File: config.mk
export PLATFORM = sky130hd
export DESIGN_NAME = grid_square_object_flat
export DESIGN_NICKNAME = d
export VERILOG_FILES = /design/src/rtl/grid_square_object_if.sv /design/src/rtl/grid_square_object.sv /design/src/flat_wrapper.sv
export SDC_FILE = /design/constraint.sdc
export NUM_CORES = 1
export LEC_CHECK = 0
export BUFFER_PORTS_ARGS = -buffer_cell sky130_fd_sc_hd__buf_2
export CAP_MARGIN = 30
export CORE_MARGIN = 2
export CORE_UTILIZATION = 48
export CTS_BUF_LIST = sky130_fd_sc_hd__clkbuf_16
export DETAILED_ROUTE_END_ITERATION = 10
export PLACE_DENSITY_LB_ADDON = 0.12
export SKIP_LAST_GASP = 1
export SLEW_MARGIN = 20
export SYNTH_ARGS = -nofsm -noshare
export SYNTH_HDL_FRONTEND = slang
export SYNTH_SLANG_ARGS = --single-unit
File: constraint.sdc
create_clock -name clk -period 10.3 [get_ports clk]
set_input_delay 0.515 -clock clk [delete_from_list [all_inputs] [get_ports clk]]
set_output_delay 0.515 -clock clk [all_outputs]
set_load 0.02 [all_outputs]
File: src/rtl/grid_square_object_if.sv
// Pixel, anchor, kill and drawing-output signals shared between the grid object and its client.
interface grid_square_object_if;
  logic        startOfFrame;
  logic [10:0] pixelX;
  logic [10:0] pixelY;
  logic [10:0] topLeftX;
  logic [10:0] topLeftY;
  logic        killValid;
  logic [2:0]  killRow;
  logic [3:0]  killCol;
  logic        reviveAll;
  logic        drawingRequest;
  logic [7:0]  RGBout;
  logic [10:0] offsetX;
  logic [10:0] offsetY;
  logic [2:0]  hitRow;
  logic [3:0]  hitCol;
  logic [7:0]  aliveCount;
  logic        allDead;

  modport master (
    output startOfFrame, pixelX, pixelY, topLeftX, topLeftY,
           killValid, killRow, killCol, reviveAll,
    input  drawingRequest, RGBout, offsetX, offsetY, hitRow, hitCol,
           aliveCount, allDead
  );

  modport slave (
    input  startOfFrame, pixelX, pixelY, topLeftX, topLeftY,
           killValid, killRow, killCol, reviveAll,
    output drawingRequest, RGBout, offsetX, offsetY, hitRow, hitCol,
           aliveCount, allDead
  );
endinterface

File: src/rtl/grid_square_object.sv
// ROWS x COLS grid of equal cells sharing one frame-latched anchor, with a per-cell alive mask.
// Produces registered drawing request, cell index and in-cell offsets one cycle after the pixel.
module grid_square_object #(
  parameter int unsigned ROWS         = 4,
  parameter int unsigned COLS         = 8,
  parameter int unsigned CELL_W       = 32,
  parameter int unsigned CELL_H       = 32,
  parameter int unsigned GAP_X        = 16,
  parameter int unsigned GAP_Y        = 16,
  parameter int unsigned INIT_X       = 100,
  parameter int unsigned INIT_Y       = 50,
  parameter logic [7:0]  OBJECT_COLOR = 8'h5b
) (
  input logic                 clk,
  input logic                 resetN,
  grid_square_object_if.slave bus
);

  localparam int unsigned PITCH_X = CELL_W + GAP_X;
  localparam int unsigned PITCH_Y = CELL_H + GAP_Y;
  localparam int unsigned GRID_W  = COLS * PITCH_X;
  localparam int unsigned GRID_H  = ROWS * PITCH_Y;
  localparam int unsigned N_CELLS = ROWS * COLS;
  localparam int unsigned IDX_W   = (N_CELLS > 1) ? $clog2(N_CELLS) : 1;

  logic [10:0]        anchor_x_q, anchor_x_d;
  logic [10:0]        anchor_y_q, anchor_y_d;
  logic [N_CELLS-1:0] alive_q, alive_d;
  logic [7:0]         alive_count_q, alive_count_d;
  logic               all_dead_q, all_dead_d;
  logic               draw_q, draw_d;
  logic [7:0]         rgb_q, rgb_d;
  logic [10:0]        offset_x_q, offset_x_d;
  logic [10:0]        offset_y_q, offset_y_d;
  logic [2:0]         hit_row_q, hit_row_d;
  logic [3:0]         hit_col_q, hit_col_d;

  logic [11:0]        dx, dy;
  int unsigned        dx_i, dy_i, col_i, row_i, lx_i, ly_i;
  logic               in_grid, in_cell;
  logic [IDX_W-1:0]   cell_idx, kill_idx;
  logic               kill_ok;

  // Anchor only moves at frame start so the formation never tears.
  always_comb begin
    anchor_x_d = anchor_x_q;
    anchor_y_d = anchor_y_q;
    if (bus.startOfFrame) begin
      anchor_x_d = bus.topLeftX;
      anchor_y_d = bus.topLeftY;
    end
  end

  // Geometry: 12-bit difference keeps the sign so anchors near the edge cannot wrap.
  always_comb begin
    dx       = {1'b0, bus.pixelX} - {1'b0, anchor_x_q};
    dy       = {1'b0, bus.pixelY} - {1'b0, anchor_y_q};
    dx_i     = 32'(dx[10:0]);
    dy_i     = 32'(dy[10:0]);
    in_grid  = !dx[11] && !dy[11] && (dx_i < GRID_W) && (dy_i < GRID_H);
    col_i    = dx_i / PITCH_X;
    row_i    = dy_i / PITCH_Y;
    lx_i     = dx_i - col_i * PITCH_X;
    ly_i     = dy_i - row_i * PITCH_Y;
    cell_idx = IDX_W'(row_i * COLS + col_i);
    in_cell  = in_grid && (lx_i < CELL_W) && (ly_i < CELL_H);
  end

  always_comb begin
    draw_d     = 1'b0;
    rgb_d      = 8'hFF;
    offset_x_d = 11'd0;
    offset_y_d = 11'd0;
    hit_row_d  = 3'd0;
    hit_col_d  = 4'd0;
    if (in_cell && alive_q[cell_idx]) begin
      draw_d     = 1'b1;
      rgb_d      = OBJECT_COLOR;
      offset_x_d = 11'(lx_i);
      offset_y_d = 11'(ly_i);
      hit_row_d  = 3'(row_i);
      hit_col_d  = 4'(col_i);
    end
  end

  // Alive mask and counter: revive has priority over kill; dead or out-of-range kills are dropped.
  always_comb begin
    kill_idx      = IDX_W'(32'(bus.killRow) * COLS + 32'(bus.killCol));
    kill_ok       = bus.killValid && (32'(bus.killRow) < ROWS) && (32'(bus.killCol) < COLS)
                    && alive_q[kill_idx] && (alive_count_q != 8'd0);
    alive_d       = alive_q;
    alive_count_d = alive_count_q;
    if (bus.reviveAll) begin
      alive_d       = '1;
      alive_count_d = 8'(N_CELLS);
    end else if (kill_ok) begin
      alive_d[kill_idx] = 1'b0;
      alive_count_d     = alive_count_q - 8'd1;
    end
    all_dead_d = (alive_count_q == 8'd0);
  end

  always_ff @(posedge clk or negedge resetN) begin
    if (!resetN) begin
      anchor_x_q    <= 11'(INIT_X);
      anchor_y_q    <= 11'(INIT_Y);
      alive_q       <= '1;
      alive_count_q <= 8'(N_CELLS);
      all_dead_q    <= 1'b0;
      draw_q        <= 1'b0;
      rgb_q         <= 8'h00;
      offset_x_q    <= 11'd0;
      offset_y_q    <= 11'd0;
      hit_row_q     <= 3'd0;
      hit_col_q     <= 4'd0;
    end else begin
      anchor_x_q    <= anchor_x_d;
      anchor_y_q    <= anchor_y_d;
      alive_q       <= alive_d;
      alive_count_q <= alive_count_d;
      all_dead_q    <= all_dead_d;
      draw_q        <= draw_d;
      rgb_q         <= rgb_d;
      offset_x_q    <= offset_x_d;
      offset_y_q    <= offset_y_d;
      hit_row_q     <= hit_row_d;
      hit_col_q     <= hit_col_d;
    end
  end

  assign bus.drawingRequest = draw_q;
  assign bus.RGBout         = rgb_q;
  assign bus.offsetX        = offset_x_q;
  assign bus.offsetY        = offset_y_q;
  assign bus.hitRow         = hit_row_q;
  assign bus.hitCol         = hit_col_q;
  assign bus.aliveCount     = alive_count_q;
  assign bus.allDead        = all_dead_q;

endmodule

File: src/flat_wrapper.sv
// flat-port wrapper written by rule: the top's interface ports become plain ports
module grid_square_object_flat 
#(
  parameter int unsigned ROWS         = 4,
  parameter int unsigned COLS         = 8,
  parameter int unsigned CELL_W       = 32,
  parameter int unsigned CELL_H       = 32,
  parameter int unsigned GAP_X        = 16,
  parameter int unsigned GAP_Y        = 16,
  parameter int unsigned INIT_X       = 100,
  parameter int unsigned INIT_Y       = 50,
  parameter logic [7:0]  OBJECT_COLOR = 8'h5b
)
  (clk, resetN, bus_startOfFrame, bus_pixelX, bus_pixelY, bus_topLeftX, bus_topLeftY, bus_killValid, bus_killRow, bus_killCol, bus_reviveAll, bus_drawingRequest, bus_RGBout, bus_offsetX, bus_offsetY, bus_hitRow, bus_hitCol, bus_aliveCount, bus_allDead);
  grid_square_object_if bus_i ();
  input logic clk;
  input logic resetN;
  input wire logic [$bits(bus_i.startOfFrame)-1:0] bus_startOfFrame;
  input wire logic [$bits(bus_i.pixelX)-1:0] bus_pixelX;
  input wire logic [$bits(bus_i.pixelY)-1:0] bus_pixelY;
  input wire logic [$bits(bus_i.topLeftX)-1:0] bus_topLeftX;
  input wire logic [$bits(bus_i.topLeftY)-1:0] bus_topLeftY;
  input wire logic [$bits(bus_i.killValid)-1:0] bus_killValid;
  input wire logic [$bits(bus_i.killRow)-1:0] bus_killRow;
  input wire logic [$bits(bus_i.killCol)-1:0] bus_killCol;
  input wire logic [$bits(bus_i.reviveAll)-1:0] bus_reviveAll;
  output wire logic [$bits(bus_i.drawingRequest)-1:0] bus_drawingRequest;
  output wire logic [$bits(bus_i.RGBout)-1:0] bus_RGBout;
  output wire logic [$bits(bus_i.offsetX)-1:0] bus_offsetX;
  output wire logic [$bits(bus_i.offsetY)-1:0] bus_offsetY;
  output wire logic [$bits(bus_i.hitRow)-1:0] bus_hitRow;
  output wire logic [$bits(bus_i.hitCol)-1:0] bus_hitCol;
  output wire logic [$bits(bus_i.aliveCount)-1:0] bus_aliveCount;
  output wire logic [$bits(bus_i.allDead)-1:0] bus_allDead;
  assign bus_i.startOfFrame = bus_startOfFrame;
  assign bus_i.pixelX = bus_pixelX;
  assign bus_i.pixelY = bus_pixelY;
  assign bus_i.topLeftX = bus_topLeftX;
  assign bus_i.topLeftY = bus_topLeftY;
  assign bus_i.killValid = bus_killValid;
  assign bus_i.killRow = bus_killRow;
  assign bus_i.killCol = bus_killCol;
  assign bus_i.reviveAll = bus_reviveAll;
  assign bus_drawingRequest = bus_i.drawingRequest;
  assign bus_RGBout = bus_i.RGBout;
  assign bus_offsetX = bus_i.offsetX;
  assign bus_offsetY = bus_i.offsetY;
  assign bus_hitRow = bus_i.hitRow;
  assign bus_hitCol = bus_i.hitCol;
  assign bus_aliveCount = bus_i.aliveCount;
  assign bus_allDead = bus_i.allDead;
  grid_square_object #(.ROWS(ROWS), .COLS(COLS), .CELL_W(CELL_W), .CELL_H(CELL_H), .GAP_X(GAP_X), .GAP_Y(GAP_Y), .INIT_X(INIT_X), .INIT_Y(INIT_Y), .OBJECT_COLOR(OBJECT_COLOR)) u_core (.clk(clk), .resetN(resetN), .bus(bus_i));
endmodule
==> results.rst <==
.. list-table::
   :header-rows: 1

   * - Metric
     - Value
   * - Worst path required time
     - roughly 11 ns
   * - Top FF cell, synth
     - sky130_fd_sc_hd__dfrtp_1
   * - Sum of overflow across all layers after global routing
     - 0
   * - Via density
     - 5.90
   * - CTS clk-pin slew, worst paths
     - 0.07 ns
   * - Reg2Reg Launch Point
     - u_core.anchor_x_q[0]
   * - Max-cap violation count
     - 0
   * - Layout Nets
     - around 1000
   * - Maximum number of pins on one net before global-route repair
     - 56
   * - Wire length of the first global-routing pass
     - 30.2 mm
   * - Post-Synthesis Cell Area
     - around 7400 sq um
   * - Clock buffer count from CTS
     - 9
   * - Number of flip-flops and latches in the synthesized netlist
     - 95
   * - Power per cell area
     - 313 nW/um^2
   * - Critical path buffer and inverter count
     - 6
   * - Effective utilization at floorplan
     - 48.9%
   * - Worst slew margin relative to its limit
     - roughly 37%
   * - Total of warnings raised by yosys
     - 0
   * - Buffer cell driving the clock tree root
     - sky130_fd_sc_hd__clkbuf_16
   * - Path type of the worst min-delay path
     - in2async
   * - Iteration-0 DRC count of the detailed router
     - about 430
   * - Number of port buffers
     - between 100 and 150
   * - Worst vdd rail ir drop
     - a little under 0.2 mV
   * - Aggregate negative setup slack
     - 0 ns
   * - Proportion of layout cells with a drive suffix above 1
     - around a quarter
   * - Antenna violations before repair
     - 0
   * - Count of buffers added by post-CTS timing repair for setup
     - 0
   * - Slew at the pin closest to its max-slew limit
     - about 0.94 ns
   * - Clock tree sinks
     - 95
   * - Met1 capacity usage during global routing
     - between 30 and 40%
   * - M2 GR Usage
     - 38.5%
   * - Result of the run
     - finished, final reports clean
   * - Number of flops mapped to enable cells by yosys
     - 0
   * - Slowest library cell on the worst path
     - sky130_fd_sc_hd__a2111oi_2
   * - Tot Pwr
     - between 2 and 3 mW
   * - Tcrit/Tclk final
     - slightly above 90%
   * - Highest-utilization routing layer at the global route stage
     - met2
   * - Sequential element share of the synthesized area
     - ~33%
   * - DRC violation count after routing
     - 0
   * - Layout fillers
     - between 1000 and 1500
   * - Clock tree from TritonCTS
     - yes
   * - Hpwl dp
     - 14.0 mm
   * - Die Area
     - 16400 sq um
   * - Number of distinct library cells after synthesis
     - 91
   * - Most frequent cell on the critical path
     - sky130_fd_sc_hd__ha_1
   * - Tot GR Track Use
     - a little under a quarter
   * - Number of iterations in the first detailed-routing pass
     - 5
   * - Tmin final
     - between 9 and 10 ns
   * - Instance count of the mapped netlist
     - between 800 and 900
   * - Total wirelength of the detailed-routed design
     - between 15 and 20 mm
   * - Detailed-route via count
     - 6429
   * - Fraction of synthesis flops using an asynchronous set or reset pin
     - 100%
   * - Met3 global-route usage
     - under 10%
   * - Endpoint arrival time on the critical path
     - between 9 and 10 ns
   * - Maximum buffer depth of the clock tree
     - 2
   * - Die height
     - approximately 130 microns
   * - Setup CP Type
     - reg2reg
   * - CP peak stage delay
     - approximately 0.55 ns
   * - Count of cell instances traversed by the critical path
     - 39
   * - Latest clock arrival within the worst-skew pair
     - about 0.36 ns
   * - GPL Wtd Cong
     - approximately 0.96
   * - Max Transition Viols Final
     - 0
   * - Final setup violation count
     - 0
   * - Area delta synth->final
     - 12.4%
   * - Top delay family on crit path
     - compound AO/OA/AOI/OAI gates
   * - Chip Width
     - between 100 and 150 microns
   * - Final antenna diode count
     - 0
   * - Average size of a mapped cell
     - around 9.2 sq um
   * - Depth of the most critical reg-to-reg path
     - 39
   * - Top library cells by usage in the layout, fill and taps aside
     - sky130_fd_sc_hd__buf_2, sky130_fd_sc_hd__o21ai_0, sky130_fd_sc_hd__inv_1, sky130_fd_sc_hd__nand2_1, sky130_fd_sc_hd__dfrtp_1
   * - Largest fanout on the critical path
     - 16
   * - Setup repair after global routing missed its margin
     - false
   * - Critical path launch point
     - u_core.anchor_x_q[0]
   * - Leakage power total
     - ~3.8 nW
   * - Endpoint class of the critical path
     - register
   * - Site Rows
     - between 40 and 50
   * - Wirelength per Cell
     - about 17 microns
   * - Highest Clock Rate
     - 105 MHz
   * - Startpoint class of the critical path
     - register
   * - Remaining antenna violation count after routing
     - 0
   * - Total number of H-tree levels
     - 3
   * - Top Ports
     - slightly above 100
   * - Fin. Hold Viols
     - 0
   * - Core Region
     - 15100 sq um
   * - Commonest non-fill, non-tap cell in the layout
     - sky130_fd_sc_hd__buf_2
   * - Worst-case clock skew
     - around 0.009 ns
   * - Via count of the first global-routing pass
     - ~6200
[power breakdown]
group | switching [mW] | internal, mW | leakage [nW] | total, mW
clock | 0.154 | 0.167 | 0.138 | 0.321
combinational | 1.11 | 0.775 | 2.51 | 1.89
sequential | 0.00563 | 0.389 | 1.12 | 0.394
[per-stage QoR]
stage | cells | util (%) | instance area (sq um) | hold WS, ns | worst slack (ns)
detailed placement | 1073 | 53.0 | 8030 | 0.483 | 0.256
floorplan | 815 | - | 7450 | 0.219 | 1.53
global route | 1090 | 55.0 | 8320 | 0.168 | 0.104
finish | 1090 | 55.0 | 8320 | 0.127 | 0.753
global placement | 1073 | 53.0 | 8030 | 0.477 | 0.734
CTS | 1089 | 54.8 | 8300 | 0.140 | 0.470
[routing by layer]
layer	vias to the layer above	wire length [microns]
met5	-	0
met4	0	349
met3	20	926
met2	225	8730
met1	3095	8220
li1	3089	-
[cells in the mapped netlist, types with 5 or more instances]
library cell / number / area share [%]
sky130_fd_sc_hd__xor2_1: 11 / 1.3
sky130_fd_sc_hd__mux4_2: 8 / 2.4
sky130_fd_sc_hd__o22ai_1: 5 / 0.42
sky130_fd_sc_hd__o211ai_1: 7 / 0.71
sky130_fd_sc_hd__dfstp_2: 39 / 14
sky130_fd_sc_hd__ha_1: 53 / 9.0
sky130_fd_sc_hd__a211oi_1: 5 / 0.51
sky130_fd_sc_hd__xnor2_1: 30 / 3.5
sky130_fd_sc_hd__nand3_1: 12 / 0.81
sky130_fd_sc_hd__a21o_1: 18 / 1.8
sky130_fd_sc_hd__nand4_1: 9 / 0.76
sky130_fd_sc_hd__nand2_1: 61 / 3.1
sky130_fd_sc_hd__fa_1: 6 / 1.6
sky130_fd_sc_hd__nor3_1: 17 / 1.1
sky130_fd_sc_hd__nor4_1: 11 / 0.93
sky130_fd_sc_hd__o21ai_0: 70 / 4.7
sky130_fd_sc_hd__inv_1: 61 / 3.1
sky130_fd_sc_hd__and3_1: 5 / 0.42
sky130_fd_sc_hd__clkbuf_1: 17 / 0.86
sky130_fd_sc_hd__nor2_1: 42 / 2.1
sky130_fd_sc_hd__buf_2: 5 / 0.34
sky130_fd_sc_hd__or3_1: 10 / 0.85
sky130_fd_sc_hd__buf_4: 8 / 0.81
sky130_fd_sc_hd__dfrtp_1: 56 / 19
sky130_fd_sc_hd__or2_2: 5 / 0.42
sky130_fd_sc_hd__a311oi_1: 10 / 1.2
sky130_fd_sc_hd__mux2i_1: 6 / 0.81
sky130_fd_sc_hd__nor4b_1: 9 / 1.1
sky130_fd_sc_hd__nand2b_1: 42 / 3.5
sky130_fd_sc_hd__a21oi_1: 35 / 2.4
sky130_fd_sc_hd__nor4_2: 10 / 1.7
sky130_fd_sc_hd__nor2b_1: 7 / 0.59
sky130_fd_sc_hd__o21bai_1: 8 / 0.81
sky130_fd_sc_hd__a221oi_1: 6 / 0.71
sky130_fd_sc_hd__o211a_1: 7 / 0.95
[path summary, 6_finish.rpt]
kind,end,slack [ns]
worst max-delay path,u_core.bus.RGBout[5],0.75
worst min-delay path,u_core.anchor_y_q[9],0.13
worst max register to register,u_core.bus.RGBout[5],0.75
worst min register to register,u_core.alive_q[15],0.49
max in group asynchronous,u_core.bus.offsetY[5],9.07
min in group clk,u_core.anchor_x_q[3],0.36
[area by class of cell]
class                      count  area (sq um)  area share (%)
inverter                      65           251            3.02
tap                          188           235            2.83
timing repair buffer         106           541            6.49
multi-input combinational    620          4590            55.2
sequential                    95          2430            29.1
clock inverter                 7          53.8           0.646
clock buffer                   9           225            2.71
[state kept, by name, indices dropped and copies added (netlist names), 3 cells and up]
register / cells
u_core.alive_q: 32
u_core.bus.offsetX: 11
u_core.bus.hitCol: 4
u_core.anchor_x_q: 11
u_core.bus.offsetY: 11
u_core.bus.hitRow: 3
u_core.anchor_y_q: 11
u_core.bus.aliveCount: 8
[logic make-up (layout without fill, tap and decap cells)]
group | count (synthesis) | count (layout) | synth area share [%]
flops | 95 | 95 | 32.8
simple gates | 258 | 258 | 19.6
mux | 18 | 18 | 3.85
fa+ha+maj | 63 | 63 | 11.1
compound gates | 224 | 224 | 21.3
xor+xnor | 42 | 42 | 5.15
buf+inv | 100 | 187 | 6.07
other cells | 2 | 15 | 0.101
[repair_timing]
item / CTS / global route
hold endpoints to repair: 0 / 0
setup endpoints to repair: 0 / 17
gates resized for setup: 0 / 4
hold buffers: 0 / 0
(Power assumes the default switching activity.)
